[config.mk]
export PLATFORM = sky130hd
export DESIGN_NAME = sdrxframe
export DESIGN_NICKNAME = d
export VERILOG_FILES = /design/src/rtl/sdrxframe.sv
export SDC_FILE = /design/constraint.sdc
export NUM_CORES = 1
export LEC_CHECK = 0
export CELL_PAD_IN_SITES_DETAIL_PLACEMENT = 1
export CELL_PAD_IN_SITES_GLOBAL_PLACEMENT = 2
export CORE_MARGIN = 2
export CORE_UTILIZATION = 40
export DETAILED_ROUTE_END_ITERATION = 10
export GPL_ROUTABILITY_DRIVEN = 0
export PLACE_DENSITY_LB_ADDON = 0.1
export SYNTH_ARGS = -nofsm -noshare
export SYNTH_HDL_FRONTEND = slang
export SYNTH_SLANG_ARGS = --single-unit
export TNS_END_PERCENT = 20
[constraint.sdc]
create_clock -name i_clk -period 6.2 [get_ports i_clk]
set_clock_uncertainty 0.05 [all_clocks]
set_input_delay 0.93 -clock i_clk [delete_from_list [all_inputs] [get_ports i_clk]]
set_output_delay 0.93 -clock i_clk [all_outputs]
set_load 0.02 [all_outputs]
[src/rtl/sdrxframe.sv]
// sdrxframe: SD-card style DAT-line block receiver.
//
// Waits for a start bit on every active lane, assembles 1/4/8-bit samples
// into 32-bit words (first-received bits in the MSBs), runs an independent
// serial CRC per lane, checks the received per-lane CRCs and the end bit,
// then reports completion.
//
// Ports:
//   i_clk        clock, all logic on the rising edge
//   i_reset      synchronous active-high reset
//   i_cfg_width  bus width: 00 = 1 lane, 01 = 4 lanes, 1x = 8 lanes
//   i_en         arm / hold reception; dropping it aborts the frame
//   i_length     block length in bytes (multiple of 4, nonzero)
//   i_rx_strb    one DAT sample is valid this cycle
//   i_rx_data    DAT[7:0] sample, DAT0 on bit 0
//   M_VALID      received word valid (single-cycle pulse)
//   M_DATA       received word
//   M_LAST       qualifies the final word of the block
//   o_done       single-cycle pulse at frame completion
//   o_err        CRC or end-bit error, valid with o_done, held until re-arm
//   o_active     receiver is not idle
module sdrxframe #(
    parameter int              NCRC           = 16,
    parameter logic [NCRC-1:0] CRC_POLYNOMIAL = 16'h1021,
    parameter int              LGLEN          = 12
) (
    input  logic             i_clk,
    input  logic             i_reset,
    input  logic [1:0]       i_cfg_width,
    input  logic             i_en,
    input  logic [LGLEN-1:0] i_length,
    input  logic             i_rx_strb,
    input  logic [7:0]       i_rx_data,
    output logic             M_VALID,
    output logic [31:0]      M_DATA,
    output logic             M_LAST,
    output logic             o_done,
    output logic             o_err,
    output logic             o_active
);

    // Bit counter covers both the per-word strobe count and the CRC strobes.
    localparam int CW = $clog2((NCRC > 32) ? NCRC : 32);
    localparam logic [LGLEN-3:0] WORD_ONE = 1;

    typedef enum logic [2:0] {
        S_IDLE,
        S_START,
        S_DATA,
        S_CRC,
        S_STOP
    } state_t;

    state_t            state, state_nxt;
    logic [1:0]        width_r;
    logic [LGLEN-3:0]  len_words;
    logic [LGLEN-3:0]  word_cnt;
    logic [CW-1:0]     bit_cnt;
    logic [31:0]       word_sr;
    logic [NCRC-1:0]   crc [8];
    logic              crc_err;

    logic [7:0]        lane_mask;
    logic [7:0]        lane_bits;
    logic [31:0]       word_next;
    logic [CW-1:0]     word_term;
    logic              word_end;
    logic              is_last;
    logic              crc_end;

    function automatic logic [NCRC-1:0] crc_step(input logic [NCRC-1:0] c, input logic b);
        crc_step = {c[NCRC-2:0], 1'b0} ^ ((c[NCRC-1] ^ b) ? CRC_POLYNOMIAL : '0);
    endfunction

    always_comb begin
        lane_mask = 8'hFF;
        word_next = {word_sr[23:0], i_rx_data};
        word_term = CW'(3);
        case (width_r)
            2'b00: begin
                lane_mask = 8'h01;
                word_next = {word_sr[30:0], i_rx_data[0]};
                word_term = CW'(31);
            end
            2'b01: begin
                lane_mask = 8'h0F;
                word_next = {word_sr[27:0], i_rx_data[3:0]};
                word_term = CW'(7);
            end
            default: ;
        endcase
        lane_bits = i_rx_data & lane_mask;
        word_end  = (bit_cnt == word_term);
        is_last   = (word_cnt == len_words - WORD_ONE);
        crc_end   = (bit_cnt == CW'(NCRC - 1));
    end

    always_comb begin
        state_nxt = state;
        if (state == S_IDLE) begin
            if (i_en)
                state_nxt = S_START;
        end else if (!i_en) begin
            state_nxt = S_IDLE;
        end else if (i_rx_strb) begin
            case (state)
                S_START: if (lane_bits == 8'h00) state_nxt = S_DATA;
                S_DATA:  if (word_end && is_last) state_nxt = S_CRC;
                S_CRC:   if (crc_end) state_nxt = S_STOP;
                S_STOP:  state_nxt = S_IDLE;
                default: state_nxt = S_IDLE;
            endcase
        end
    end

    always_ff @(posedge i_clk) begin
        if (i_reset)
            state <= S_IDLE;
        else
            state <= state_nxt;
    end

    assign o_active = (state != S_IDLE);

    always_ff @(posedge i_clk) begin
        if (i_reset) begin
            M_VALID   <= 1'b0;
            M_DATA    <= '0;
            M_LAST    <= 1'b0;
            o_done    <= 1'b0;
            o_err     <= 1'b0;
            width_r   <= '0;
            len_words <= '0;
            word_cnt  <= '0;
            bit_cnt   <= '0;
            word_sr   <= '0;
            crc_err   <= 1'b0;
            for (int unsigned n = 0; n < 8; n++)
                crc[n] <= '0;
        end else begin
            M_VALID <= 1'b0;
            M_LAST  <= 1'b0;
            o_done  <= 1'b0;
            if (state == S_IDLE) begin
                if (i_en) begin
                    width_r   <= i_cfg_width;
                    len_words <= i_length[LGLEN-1:2];
                    o_err     <= 1'b0;
                    word_cnt  <= '0;
                    bit_cnt   <= '0;
                    word_sr   <= '0;
                    crc_err   <= 1'b0;
                    for (int unsigned n = 0; n < 8; n++)
                        crc[n] <= '0;
                end
            end else if (i_en && i_rx_strb) begin
                // Gating on i_en here is what discards a word whose
                // completing strobe coincides with an abort.
                case (state)
                    S_DATA: begin
                        word_sr <= word_next;
                        for (int unsigned n = 0; n < 8; n++)
                            crc[n] <= crc_step(crc[n], i_rx_data[n]);
                        if (word_end) begin
                            bit_cnt <= '0;
                            M_VALID <= 1'b1;
                            M_DATA  <= word_next;
                            M_LAST  <= is_last;
                            if (!is_last)
                                word_cnt <= word_cnt + WORD_ONE;
                        end else begin
                            bit_cnt <= bit_cnt + 1'b1;
                        end
                    end
                    S_CRC: begin
                        for (int unsigned n = 0; n < 8; n++) begin
                            if (lane_mask[n] && (i_rx_data[n] != crc[n][NCRC-1]))
                                crc_err <= 1'b1;
                            crc[n] <= {crc[n][NCRC-2:0], 1'b0};
                        end
                        bit_cnt <= crc_end ? '0 : bit_cnt + 1'b1;
                    end
                    S_STOP: begin
                        o_done <= 1'b1;
                        o_err  <= crc_err | (lane_bits != lane_mask);
                    end
                    default: ;
                endcase
            end
        end
    end

endmodule

Word level (Yosys, flattened, before mapping). Memory sizes are Yosys's and may differ from the RTL's. Cells that the tools add are included.

$add $sub $neg: 3. Equal/unequal tests: 23. Mux-type cells: 92. Bitwise logic cells: 46. Reductions and logical operators: 32.

Operator list (count): 16-bit 2-to-1 mux (24); 16-bit by 13-bit bitwise XOR with 16-bit output (8); 31-bit 2-to-1 mux (4); 13-bit 2-to-1 mux (8); 32-bit one-hot mux with 2 select lines (1); 10-bit 2-to-1 mux (6); 1-bit 2-to-1 mux (33); 5-bit 2-to-1 mux (5); 1-bit bitwise OR (25); 3-bit 2-to-1 mux (7); 5-bit one-hot mux with 2 select lines (2); 8-bit one-hot mux with 2 select lines (1); 4-bit inequality test (second input constant) (3); 10-bit by 1-bit adder with 10-bit output (second input constant) (1); 10-bit == test (1); 1-bit logical AND (10); 5-bit AND reduction (2); 2-bit nonzero test (5); 10-bit by 1-bit subtractor with 10-bit output (second input constant) (1); 3-bit one-hot mux with 3 select lines (1); 3-bit AND reduction (3); 9-bit nonzero test (1); 8-bit AND (1); 8-bit logical NOT (1); other kinds (22) (42).

Flip-flop bits (word level): 98. Bits in writable memories: 128. Output and inout bits: 37. Memories: 1.

Memory list: crc (depth 8, bits a word 16, read ports 8, clocked after Yosys merged registers in 0, write ports 8, line 60) `logic [NCRC-1:0] crc [8];`.

Longest topological paths before layout.
Depth in word-level cells: 14. Mapped depth: 10. Depth with buffers taken out: 10.

Worst setup path after synthesis. OpenSTA, ideal clock, no wires.

Path type: input to register. Start point: input port i_en. End point: memory crc[1][0] (netlist: crc[0][16]), enable pin. Arrival: 2.877 ns. Required time: 5.747 ns. Slack: 2.870 ns. Stages on the path: 7. Buffers on the path: 2. Cell sequence: clkbuf_1 > nand2b_1 > nor3_1 > nor2_1 > and2_1 > clkbuf_1 > inv_1.

RTL lines: start: declaration (line 30) `input logic i_en,`; end: declaration (line 60).

Worst setup path after layout.
Start point: input port i_en. End point: register M_DATA[5].

Cells in the longest elaborated chain, start to end: 2.

Ends and longest elaborated chain: 1-bit logical AND (line 156) `end else if (i_en && i_rx_strb) begin`; 4-bit AND reduction (no line); end signal: assignment (line 167) `M_DATA <= word_next;`; end: declaration (line 35) `output logic [31:0] M_DATA,`.

No other way between the ends. A chain may end at the register's enable or synchronous reset.

==> summary.txt <==
R2R Path Start: state[0]$_SDFFE_PP0P_
Antenna Diode Count: 0
number of maximum-capacitance constraint violations: 0
startpoint-to-endpoint class of the critical path: input pin to flip-flop
class of the worst hold path: flip-flop to flip-flop
transition time at the pin with the least slew margin: 1.252 ns
count of endpoints failing setup in the final report: 0
post-synthesis cell area: 0.009686 mm^2
Site Rows: 56
port bufs: 60
signed area change from the synthesized netlist to the final layout: 17.12%
floorplan die area: 0.02547 mm^2
root buf cell: sky130_fd_sc_hd__clkbuf_16
worst-skew pair later-pin latency: 0.52 ns
FFs w/ async S/R, synth: 0%
Final Hold Vio Count: 0
Resize count post-CTS: 0
cell type with the highest aggregate area in the netlist: sky130_fd_sc_hd__edfxtp_1
total global routing overflow: 0
area of the core: 0.02361 mm^2
final count of pins violating max slew: 0
areal power density over the cells: 321.1 mW/mm^2
Setup crit start: i_en
M2 GR Usage: 29.91%
vias per cell: 5.132
most frequently used cell type in the post-synthesis netlist: sky130_fd_sc_hd__nand2_1
antenna violations before repair: 0
worst endpoint data arrival time: 4.16 ns
worst endpoint required time: 6.56 ns
number of buffers added by the clock tree synthesis step: 25
detailed router's first-iteration violation count: 478
relative slew slack: 16.53%
largest fanout of any net on the critical path: 31
Top FF cell, synth: sky130_fd_sc_hd__edfxtp_1
wire length of the first global-routing pass: 37690 um
synthesis warning total: 0
vias: 6605
clock tree from TritonCTS: built
Die W: 159.6 um
DR DRC count: 0
total number of clock tree sinks: 226
Startpoint Class: input pin
met1 demand-to-capacity share in global routing: 24.50%
leading post-synthesis cells by cell area: sky130_fd_sc_hd__edfxtp_1, sky130_fd_sc_hd__dfxtp_1, sky130_fd_sc_hd__and2_1
clock-pin slew on the worst setup and hold paths: 0.06 ns
run status: finished clean
Synth Instances: 912
synth cell count leaders: sky130_fd_sc_hd__nand2_1, sky130_fd_sc_hd__edfxtp_1, sky130_fd_sc_hd__and2_1, sky130_fd_sc_hd__dfxtp_1, sky130_fd_sc_hd__o21ai_0
RSZ-0062 raised after global routing: false
Tmin final: 3.799 ns
number of non-filler instances in the completed layout: 1287
Max Clock Freq: 263.3 MHz
gr usage total: 17.94%
peak supply drop: 0.1962 mV
Post-synth EDFFs: 124
via count of the first global-routing pass: 7033
fraction of layout cells with a size suffix above 1: 6.302%
maximum buffer depth of the clock tree: 3
H-tree depth: 1
Final Cycle Share: 61.27%
Mapped Nets: 943
number of antenna-violating nets in the routed design: 0
mean routed wirelength per cell: 17.42 um
synth unique cells: 64
accumulated negative setup slack: 0 ns
post-synthesis sequential element count: 226
top-level port count: 63
total instance count after detailed placement: 1241
Most Crowded Layer GR: met2
start point of the worst hold path: M_DATA[23]$_SDFFE_PP0P_
routing usage on met3: 2.527%
DIE HEIGHT: 159.6 um
buffers inserted by post-CTS timing repair: 0
Pre-antenna DRT Iters: 4
post-detailed-routing wire length: 22420 um
endpoint class of the critical path: flip-flop
quantity of hold-fixing buffers added after cts: 0
estimated wirelength of the detail-placed design: 14220 um
Leak Pwr: 4.174 nW
effective utilization at floorplan: 41.02%
Final #Nets: 980
share of the synthesized area in the top cell type: 38.44%
Post-Syn Area per Cell: 10.62 um^2
maximum number of pins on one net before global-route repair: 107
part of the Yosys area used for sequential elements: 59.53%
==> registers in the layout (all words and copies together) (netlist names) <==
name       flops
crc          128
len_words     10
M_VALID        1
word_cnt      10
state          3
bit_cnt        5
crc_err        1
word_sr       31
M_DATA        32
width_r        2
o_done         1
o_err          1
M_LAST         1
==> layout make-up <==
cell class,count,area (um^2)
Fill cell,2580,12270
Sequential cell,226,5768
Multi-Input combinational cell,610,3637
Clock buffer,34,669.4
Timing Repair Buffer,68,660.6
Tap cell,319,399.1
Clock inverter,12,141.4
Inverter,18,67.56
==> placed cells by master (no fill, tap or decap), types with 4 or more instances in the layout <==
master / instances
sky130_fd_sc_hd__nor3_1: 7
sky130_fd_sc_hd__o41ai_1: 4
sky130_fd_sc_hd__clkbuf_16: 25
sky130_fd_sc_hd__o21ai_0: 74
sky130_fd_sc_hd__nand4_1: 4
sky130_fd_sc_hd__xnor2_1: 4
sky130_fd_sc_hd__nand3b_1: 5
sky130_fd_sc_hd__a31oi_1: 9
sky130_fd_sc_hd__nand2_1: 126
sky130_fd_sc_hd__and2_1: 109
sky130_fd_sc_hd__nand3_1: 14
sky130_fd_sc_hd__clkdlybuf4s50_1: 60
sky130_fd_sc_hd__ha_1: 5
sky130_fd_sc_hd__buf_4: 8
sky130_fd_sc_hd__a21oi_1: 44
sky130_fd_sc_hd__clkinv_1: 4
sky130_fd_sc_hd__or3_1: 10
sky130_fd_sc_hd__clkbuf_1: 8
sky130_fd_sc_hd__nand2b_1: 6
sky130_fd_sc_hd__nor2_1: 57
sky130_fd_sc_hd__inv_1: 18
sky130_fd_sc_hd__a311oi_1: 6
sky130_fd_sc_hd__edfxtp_1: 124
sky130_fd_sc_hd__xor2_1: 30
sky130_fd_sc_hd__mux2i_1: 42
sky130_fd_sc_hd__dfxtp_1: 100
==> power breakdown <==
part           switching (W)  internal (W)
logic               0.000257      0.000127
registers          0.0000650       0.00172
clock network       0.000595      0.000882
total               0.000917       0.00273
==> metrics by stage <==
stage	hold WS, ns	util [%]	instance area [um^2]	setup slack, ns	power (W)
2_1_floorplan	0.3744	-	9686	2.870	0.002066
3_3_place_gp	0.3858	44.61	10530	1.922	0.002179
3_5_place_dp	0.3930	44.61	10530	1.771	0.002200
4_1_cts	0.4072	48.04	11340	2.332	0.003694
5_1_grt	0.4366	48.04	11340	2.031	0.003802
6_report	0.3996	48.04	11340	2.401	0.003643
==> metal layers <==
layer | vias up | wire length (um)
met4 | 0 | 446
met5 | - | 0
met2 | 101 | 10740
met3 | 29 | 753
li1 | 3235 | -
met1 | 3240 | 10490
==> final timing paths <==
check	cells after the start	slack [ns]	end
max	6	2.40	M_DATA[5]$_SDFFE_PP0P_
min	2	0.40	M_DATA[23]$_SDFFE_PP0P_
max reg2reg	5	3.07	M_DATA[5]$_SDFFE_PP0P_
min reg2reg	2	0.40	M_DATA[23]$_SDFFE_PP0P_
==> worst max-delay path, stage by stage <==
cell                              delay (ns)
sky130_fd_sc_hd__clkdlybuf4s50_1        0.68
sky130_fd_sc_hd__nor4bb_1               0.58
sky130_fd_sc_hd__nand2_1                0.13
sky130_fd_sc_hd__nor2_1                 0.62
sky130_fd_sc_hd__nand2_1                0.78
sky130_fd_sc_hd__o21ai_0                0.43
==> kinds of logic after synthesis <==
kind of cell,count (synthesis),synth area share [%]
XOR/XNOR,34,3.074
buffers and inverters,76,3.113
AND/OR/NAND/NOR,363,18.90
multiplexers,44,4.612
flip-flops,226,59.53
AO/OA/AOI/OAI,164,10.13
adder cells (fa/ha/maj),5,0.6459
(Power assumes the default switching activity.)
